===== src/rtl/mips_ctrl_pkg.sv =====
// Shared MIPS control definitions: sequencer state encoding and the primary
// opcodes recognised by both the stage sequencer and main_control.
package mips_ctrl_pkg;

  typedef enum logic [2:0] {
    IDLE,
    FETCH,
    DECODE,
    EXEC,
    MEM,
    WB,
    HALTED
  } seq_state_t;

  localparam logic [5:0] OP_RTYPE = 6'b000000;
  localparam logic [5:0] OP_LW    = 6'b100011;
  localparam logic [5:0] OP_SW    = 6'b101011;
  localparam logic [5:0] OP_BEQ   = 6'b000100;
  localparam logic [5:0] OP_HALT  = 6'b111111;

  // True for opcodes that continue past DECODE into the execute stage
  function automatic logic is_exec_op(input logic [5:0] op);
    return (op == OP_RTYPE) || (op == OP_LW) || (op == OP_SW) || (op == OP_BEQ);
  endfunction

endpackage


===== src/rtl/stage_seq_perf.sv =====
// Performance counters for the stage sequencer: busy cycles, retired
// instructions and memory stall cycles. All counters wrap naturally.
// Only present when STAGE_SEQ_PERF_EN is defined; without it this file is empty.
`ifdef STAGE_SEQ_PERF_EN
module stage_seq_perf #(
  parameter int CNT_W = 32
) (
  input  logic             clk,
  input  logic             reset,
  input  logic             clear,
  input  logic             busy,
  input  logic             retire,
  input  logic             stall,
  output logic [CNT_W-1:0] cycle_cnt,
  output logic [CNT_W-1:0] instr_cnt,
  output logic [CNT_W-1:0] stall_cnt
);

  // Count events each cycle; reset or an accepted start zeroes everything
  always_ff @(posedge clk) begin
    if (reset || clear) begin
      cycle_cnt <= '0;
      instr_cnt <= '0;
      stall_cnt <= '0;
    end else begin
      if (busy)   cycle_cnt <= cycle_cnt + CNT_W'(1);
      if (retire) instr_cnt <= instr_cnt + CNT_W'(1);
      if (stall)  stall_cnt <= stall_cnt + CNT_W'(1);
    end
  end

endmodule
`endif


===== src/rtl/stage_sequencer.sv =====
// Multi-cycle stage sequencer for the MIPS datapath. Walks each instruction
// through FETCH/DECODE/EXEC/MEM/WB, one stage enable per cycle, waits in MEM
// for the data memory (with a timeout) and strobes PC update and retire.
// Optional macro STAGE_SEQ_PERF_EN adds cycle/instruction/stall counters.
module stage_sequencer
  import mips_ctrl_pkg::*;
#(
  parameter int MEM_TIMEOUT = 15,
  parameter int CNT_W       = 32
) (
  input  logic             clk,
  input  logic             reset,
  input  logic             start,
  input  logic [5:0]       opcode,
  input  logic             mem_ack,
  output logic             if_en,
  output logic             id_en,
  output logic             ex_en,
  output logic             mem_en,
  output logic             wb_en,
  output logic             mem_req,
  output logic             pc_write,
  output logic             retire,
  output logic             busy,
  output logic             halted,
  output logic             err
`ifdef STAGE_SEQ_PERF_EN
  ,
  output logic [CNT_W-1:0] cycle_cnt,
  output logic [CNT_W-1:0] instr_cnt,
  output logic [CNT_W-1:0] stall_cnt
`endif
);

  // The wait counter is 4 bits, so the timeout must fit in 1..15
  if (MEM_TIMEOUT < 1 || MEM_TIMEOUT > 15 || CNT_W < 1) begin : g_param_check
    $fatal(1, "stage_sequencer: MEM_TIMEOUT must be 1..15 and CNT_W at least 1");
  end

  localparam logic [3:0] TIMEOUT_LAST = 4'(MEM_TIMEOUT - 1);

  seq_state_t state;
  logic [5:0] op_q;
  logic [3:0] wait_cnt;
  logic       err_q;
  logic       start_go;
  logic       mem_timeout;

  assign start_go    = start && ((state == IDLE) || (state == HALTED));
  // Timeout fires in the MEM cycle that would bring the wait count to MEM_TIMEOUT;
  // an ack in that same cycle takes priority
  assign mem_timeout = (state == MEM) && !mem_ack && (wait_cnt == TIMEOUT_LAST);

  // Main sequencing FSM with latched opcode, MEM wait counter and sticky error
  always_ff @(posedge clk) begin
    if (reset) begin
      state    <= IDLE;
      op_q     <= '0;
      wait_cnt <= '0;
      err_q    <= 1'b0;
    end else begin
      unique case (state)
        IDLE, HALTED: begin
          if (start_go) begin
            state    <= FETCH;
            err_q    <= 1'b0;
            wait_cnt <= '0;
          end
        end
        FETCH: state <= DECODE;
        DECODE: begin
          op_q <= opcode;
          if (opcode == OP_HALT) begin
            state <= HALTED;
          end else if (is_exec_op(opcode)) begin
            state <= EXEC;
          end else begin
            err_q <= 1'b1;
            state <= FETCH;
          end
        end
        EXEC: begin
          if (op_q == OP_RTYPE) begin
            state <= WB;
          end else if ((op_q == OP_LW) || (op_q == OP_SW)) begin
            state <= MEM;
          end else begin
            state <= FETCH;
          end
        end
        MEM: begin
          if (mem_ack) begin
            wait_cnt <= '0;
            state    <= (op_q == OP_LW) ? WB : FETCH;
          end else if (mem_timeout) begin
            wait_cnt <= '0;
            err_q    <= 1'b1;
            state    <= FETCH;
          end else begin
            wait_cnt <= wait_cnt + 4'd1;
          end
        end
        WB: state <= FETCH;
        default: state <= IDLE;
      endcase
    end
  end

  // Stage enables from state alone; pc_write/retire also look at opcode and ack
  always_comb begin
    if_en    = 1'b0;
    id_en    = 1'b0;
    ex_en    = 1'b0;
    mem_en   = 1'b0;
    wb_en    = 1'b0;
    mem_req  = 1'b0;
    pc_write = 1'b0;
    retire   = 1'b0;
    case (state)
      FETCH: if_en = 1'b1;
      DECODE: begin
        id_en = 1'b1;
        if (opcode == OP_HALT) begin
          retire = 1'b1;
        end else if (!is_exec_op(opcode)) begin
          retire   = 1'b1;
          pc_write = 1'b1;
        end
      end
      EXEC: begin
        ex_en = 1'b1;
        if (op_q == OP_BEQ) begin
          retire   = 1'b1;
          pc_write = 1'b1;
        end
      end
      MEM: begin
        mem_en  = 1'b1;
        mem_req = 1'b1;
        if ((mem_ack && (op_q == OP_SW)) || mem_timeout) begin
          retire   = 1'b1;
          pc_write = 1'b1;
        end
      end
      WB: begin
        wb_en    = 1'b1;
        retire   = 1'b1;
        pc_write = 1'b1;
      end
      default: ;
    endcase
  end

  assign busy   = (state != IDLE) && (state != HALTED);
  assign halted = (state == HALTED);
  assign err    = err_q;

`ifdef STAGE_SEQ_PERF_EN
  stage_seq_perf #(
    .CNT_W(CNT_W)
  ) u_perf (
    .clk      (clk),
    .reset    (reset),
    .clear    (start_go),
    .busy     (busy),
    .retire   (retire),
    .stall    ((state == MEM) && !mem_ack),
    .cycle_cnt(cycle_cnt),
    .instr_cnt(instr_cnt),
    .stall_cnt(stall_cnt)
  );
`endif

endmodule


===== config.mk =====
export PLATFORM = sky130hd
export DESIGN_NAME = stage_sequencer
export DESIGN_NICKNAME = d
export VERILOG_FILES = /design/src/rtl/mips_ctrl_pkg.sv /design/src/rtl/stage_seq_perf.sv /design/src/rtl/stage_sequencer.sv
export SDC_FILE = /design/constraint.sdc
export NUM_CORES = 1
export LEC_CHECK = 0
export ABC_AREA = 1
export CAP_MARGIN = 20
export CORE_MARGIN = 3
export CORE_UTILIZATION = 40
export DETAILED_ROUTE_END_ITERATION = 10
export PLACE_DENSITY = 0.66
export SLEW_MARGIN = 30
export SYNTH_ARGS = -nofsm -noshare
export SYNTH_HDL_FRONTEND = slang
export SYNTH_HIERARCHICAL = 1
export SYNTH_SLANG_ARGS = --single-unit

===== constraint.sdc =====
create_clock -name clk -period 1.53 [get_ports clk]
set_clock_uncertainty 0.1 [all_clocks]
set_input_delay 0.153 -clock clk [delete_from_list [all_inputs] [get_ports clk]]
set_output_delay 0.153 -clock clk [all_outputs]
set_load 0.1 [all_outputs]

==> flow_summary.ini <==
[outcome]
status = finished, violations left
failed_checks = negative setup slack

[setup_path]
crit_type = reg2out
r2r-end = err$_SDFFE_PP0P_
regToRegStartpoint = state[2]$_SDFFE_PP0P_
arrival_ns = 1.54
r2r_cells = 11
critPathSlowestCell = dfxtp_4
crit_path_max_incr_delay_ns = 0.39
path_max_fanout = 5
start_kind = flip-flop
crit_path_end_kind = output pin
rrSetupSlack_ns = -0.10
critPathRequiredTime_ns = 1.28
crit_chain = inv_4 > nand2_4 > nor2_4 > a41oi_4 > nand3_4 > buf_12

[place]
dp.cells = 212
hpwl_um = 2180
place_ws_ns = -0.100
port_buffers = 20
gp_congestion = 0.898

[worst_hold_path]
holdPathStages = 2
hp-class = reg2reg
hp-start = err$_SDFFE_PP0P_
hold_end = err$_SDFFE_PP0P_

[power]
power.density_nw_per_um2 = 845
vdd_drop_max_mv = 0.991
p_leak_nw = 0.812

[global_route]
grt_max_degree = 10
grt_pass1_wl_um = 5350
antenna_found_initial = 0
grt_pass1_vias = 1198
grt-ovfl-total = 0
grt_usage = 0.261

[finish]
final_cells = 231
diodes = 0
nets = 217
drive_gt1_frac = 0.431
area_delta_synth_final_pct = 102
fillers = 91

[yosys]
synth.largest_area_cell = dfxtp_1
ys_seq_area_frac = 0.308
synth_fp_nets = 157
ys_ff_latch = 14
yosys_warnings = 6
postSynthCellCount = 145
syn_area_per_cell_um2 = 6.27
synth_top_cell_area_share = 0.308
synth_area_leaders = dfxtp_1 (31%), nand2_1 (13%), inv_1 (8.3%)
synthDistinctLibCells = 22
syn_area_um2 = 910

[timing]
fmax_ghz = 0.558
rsz0062_at_grt = true
setup_ws_ns = -0.263
post-route-period-util = 1.17
finalCriticalPeriod_ns = 1.79
setup-violations-final = 12
tightest_slew_ns = 0.400
slew-limit-headroom = 0.732
slew_viol_final = 0
hold_viol = 0

[detailed_routing]
antenna_left = 0
drtIter0Drc = 64
via_count = 1278
wl_per_cell_um = 17.7
viasPerCell = 5.53
drc = 0
first_pass_iters = 4
wl_um = 4090

[clocking]
clock_latency_ns = 0.30
clock_path_buffers = 2
cts.sinks = 14
postCtsHoldBufs = 0
cts_made_buffers = 3
clock-root-buffer = clkbuf_4
cts-htree-levels = 1
clk_pin_slew_worst_paths_ns = 0.10
cts_tree = yes

[run]
drv_cap = 0

[floorplanning]
rows = 16
start_util = 0.441
io_pins = 21
die_h_um = 53.7
die_area_um2 = 2880
core-area_um2 = 2060
die_w_um = 53.7
layout make-up:
class / instances / area (um^2) / area share
clock buffer: 4 / 26.3 / 0.0143
inverter: 23 / 93.8 / 0.0511
multi-input combinational: 106 / 744 / 0.405
sequential: 14 / 293 / 0.159
tap: 27 / 33.8 / 0.0184
timing repair buffer: 57 / 646 / 0.351
synth_stat cells, drive strengths merged:
cell and n:
o21ai 8, a21oi 14, a41oi 1, nand3 11, dfxtp 14, or2 1, xor2 1, and2 1
nand4 6, inv 23, nor3 6, nand2 34, buf 2, ha 2, o21a 1, nor2 20
cell usage in the layout (no fill, tap or decap), types with 2 or more instances in the layout:
master | synthesis | routed
a21oi_1 | 14 | 12
buf_12 | 0 | 12
buf_4 | 2 | 24
buf_6 | 0 | 12
clkbuf_4 | 0 | 3
clkdlybuf4s50_1 | 0 | 9
dfxtp_1 | 14 | 10
dfxtp_4 | 0 | 3
inv_1 | 20 | 18
inv_2 | 3 | 2
inv_4 | 0 | 3
nand2_1 | 32 | 30
nand2_4 | 1 | 4
nand3_1 | 9 | 5
nand3_4 | 0 | 5
nand4_1 | 6 | 6
nor2_1 | 18 | 11
nor2_2 | 1 | 3
nor2_4 | 1 | 6
nor3_4 | 0 | 4
o21ai_0 | 8 | 8
cell families (layout without fill, tap and decap cells):
kind of cell | count (synthesis) | in the layout | synth area share
DFF | 14 | 14 | 0.308
adders and majority gates | 2 | 2 | 0.0275
buffers and inverters | 25 | 84 | 0.111
xor gates and xnor gates | 1 | 1 | 0.00963
AOI/OAI and AO/OA | 24 | 24 | 0.139
and+or+nand+nor | 79 | 79 | 0.404
per-stage QoR:
stage | TNS, ns | total power, W | hold slack [ns] | utilization | area [um^2]
final | -1.41 | 0.00155 | 0.434 | 0.891 | 1840
after global routing | -1.86 | 0.00160 | 0.432 | 0.891 | 1840
after CTS | -0.783 | 0.00144 | 0.397 | 0.824 | 1700
after detailed placement | -0.322 | 0.00117 | 0.382 | 0.729 | 1500
after global placement | -0.165 | 0.00116 | 0.376 | 0.729 | 1500
after floorplan | -2.82 | 0.000891 | 0.122 | - | 1010
metal layers:
metal | routed length [um] | GRT usage
met4 | 183 | 0.123
met1 | 1580 | 0.315
met3 | 339 | 0.0471
met2 | 1990 | 0.442
met5 | 0 | 0
how the worst max path moves through the flow:
stage               endpoint  slack, ns                  start  depth (start not counted)
floorplan           pc_write      -0.41  state[1]$_SDFFE_PP0P_                          5
finish                retire      -0.26  state[1]$_SDFFE_PP0P_                          6
CTS                   retire      -0.20  state[2]$_SDFFE_PP0P_                          8
global route          retire      -0.29  state[2]$_SDFFE_PP0P_                          8
detailed placement    retire      -0.10                mem_ack                          5
global placement      retire      -0.08                mem_ack                          5
report_power, final:
part	leakage, nW	internal [W]	switching, W
sequential	0.116	0.000401	0.0000531
combinational	0.680	0.000337	0.000526
clock	0.0150	0.000102	0.000134
total	0.812	0.000839	0.000713
flip-flops by register name, summed over array words and instances, names as in the netlist:
register / count
op_q: 6
wait_cnt: 4
state: 3
err: 1
worst max-delay path, delay by kind of cell (launching register included):
kind	cells	cell delay, ns
buffers and inverters	2	0.24
flip-flops	1	0.39
AO/OA/AOI/OAI	1	0.20
AND/OR/NAND/NOR	3	0.40
timing repair:
action	4_1_cts	5_1_grt
setup buffers	12	7
pin swaps	9	12
gates resized for setup	20	24
endpoints found under the setup margin	9	13
(Power assumes the default switching activity.)
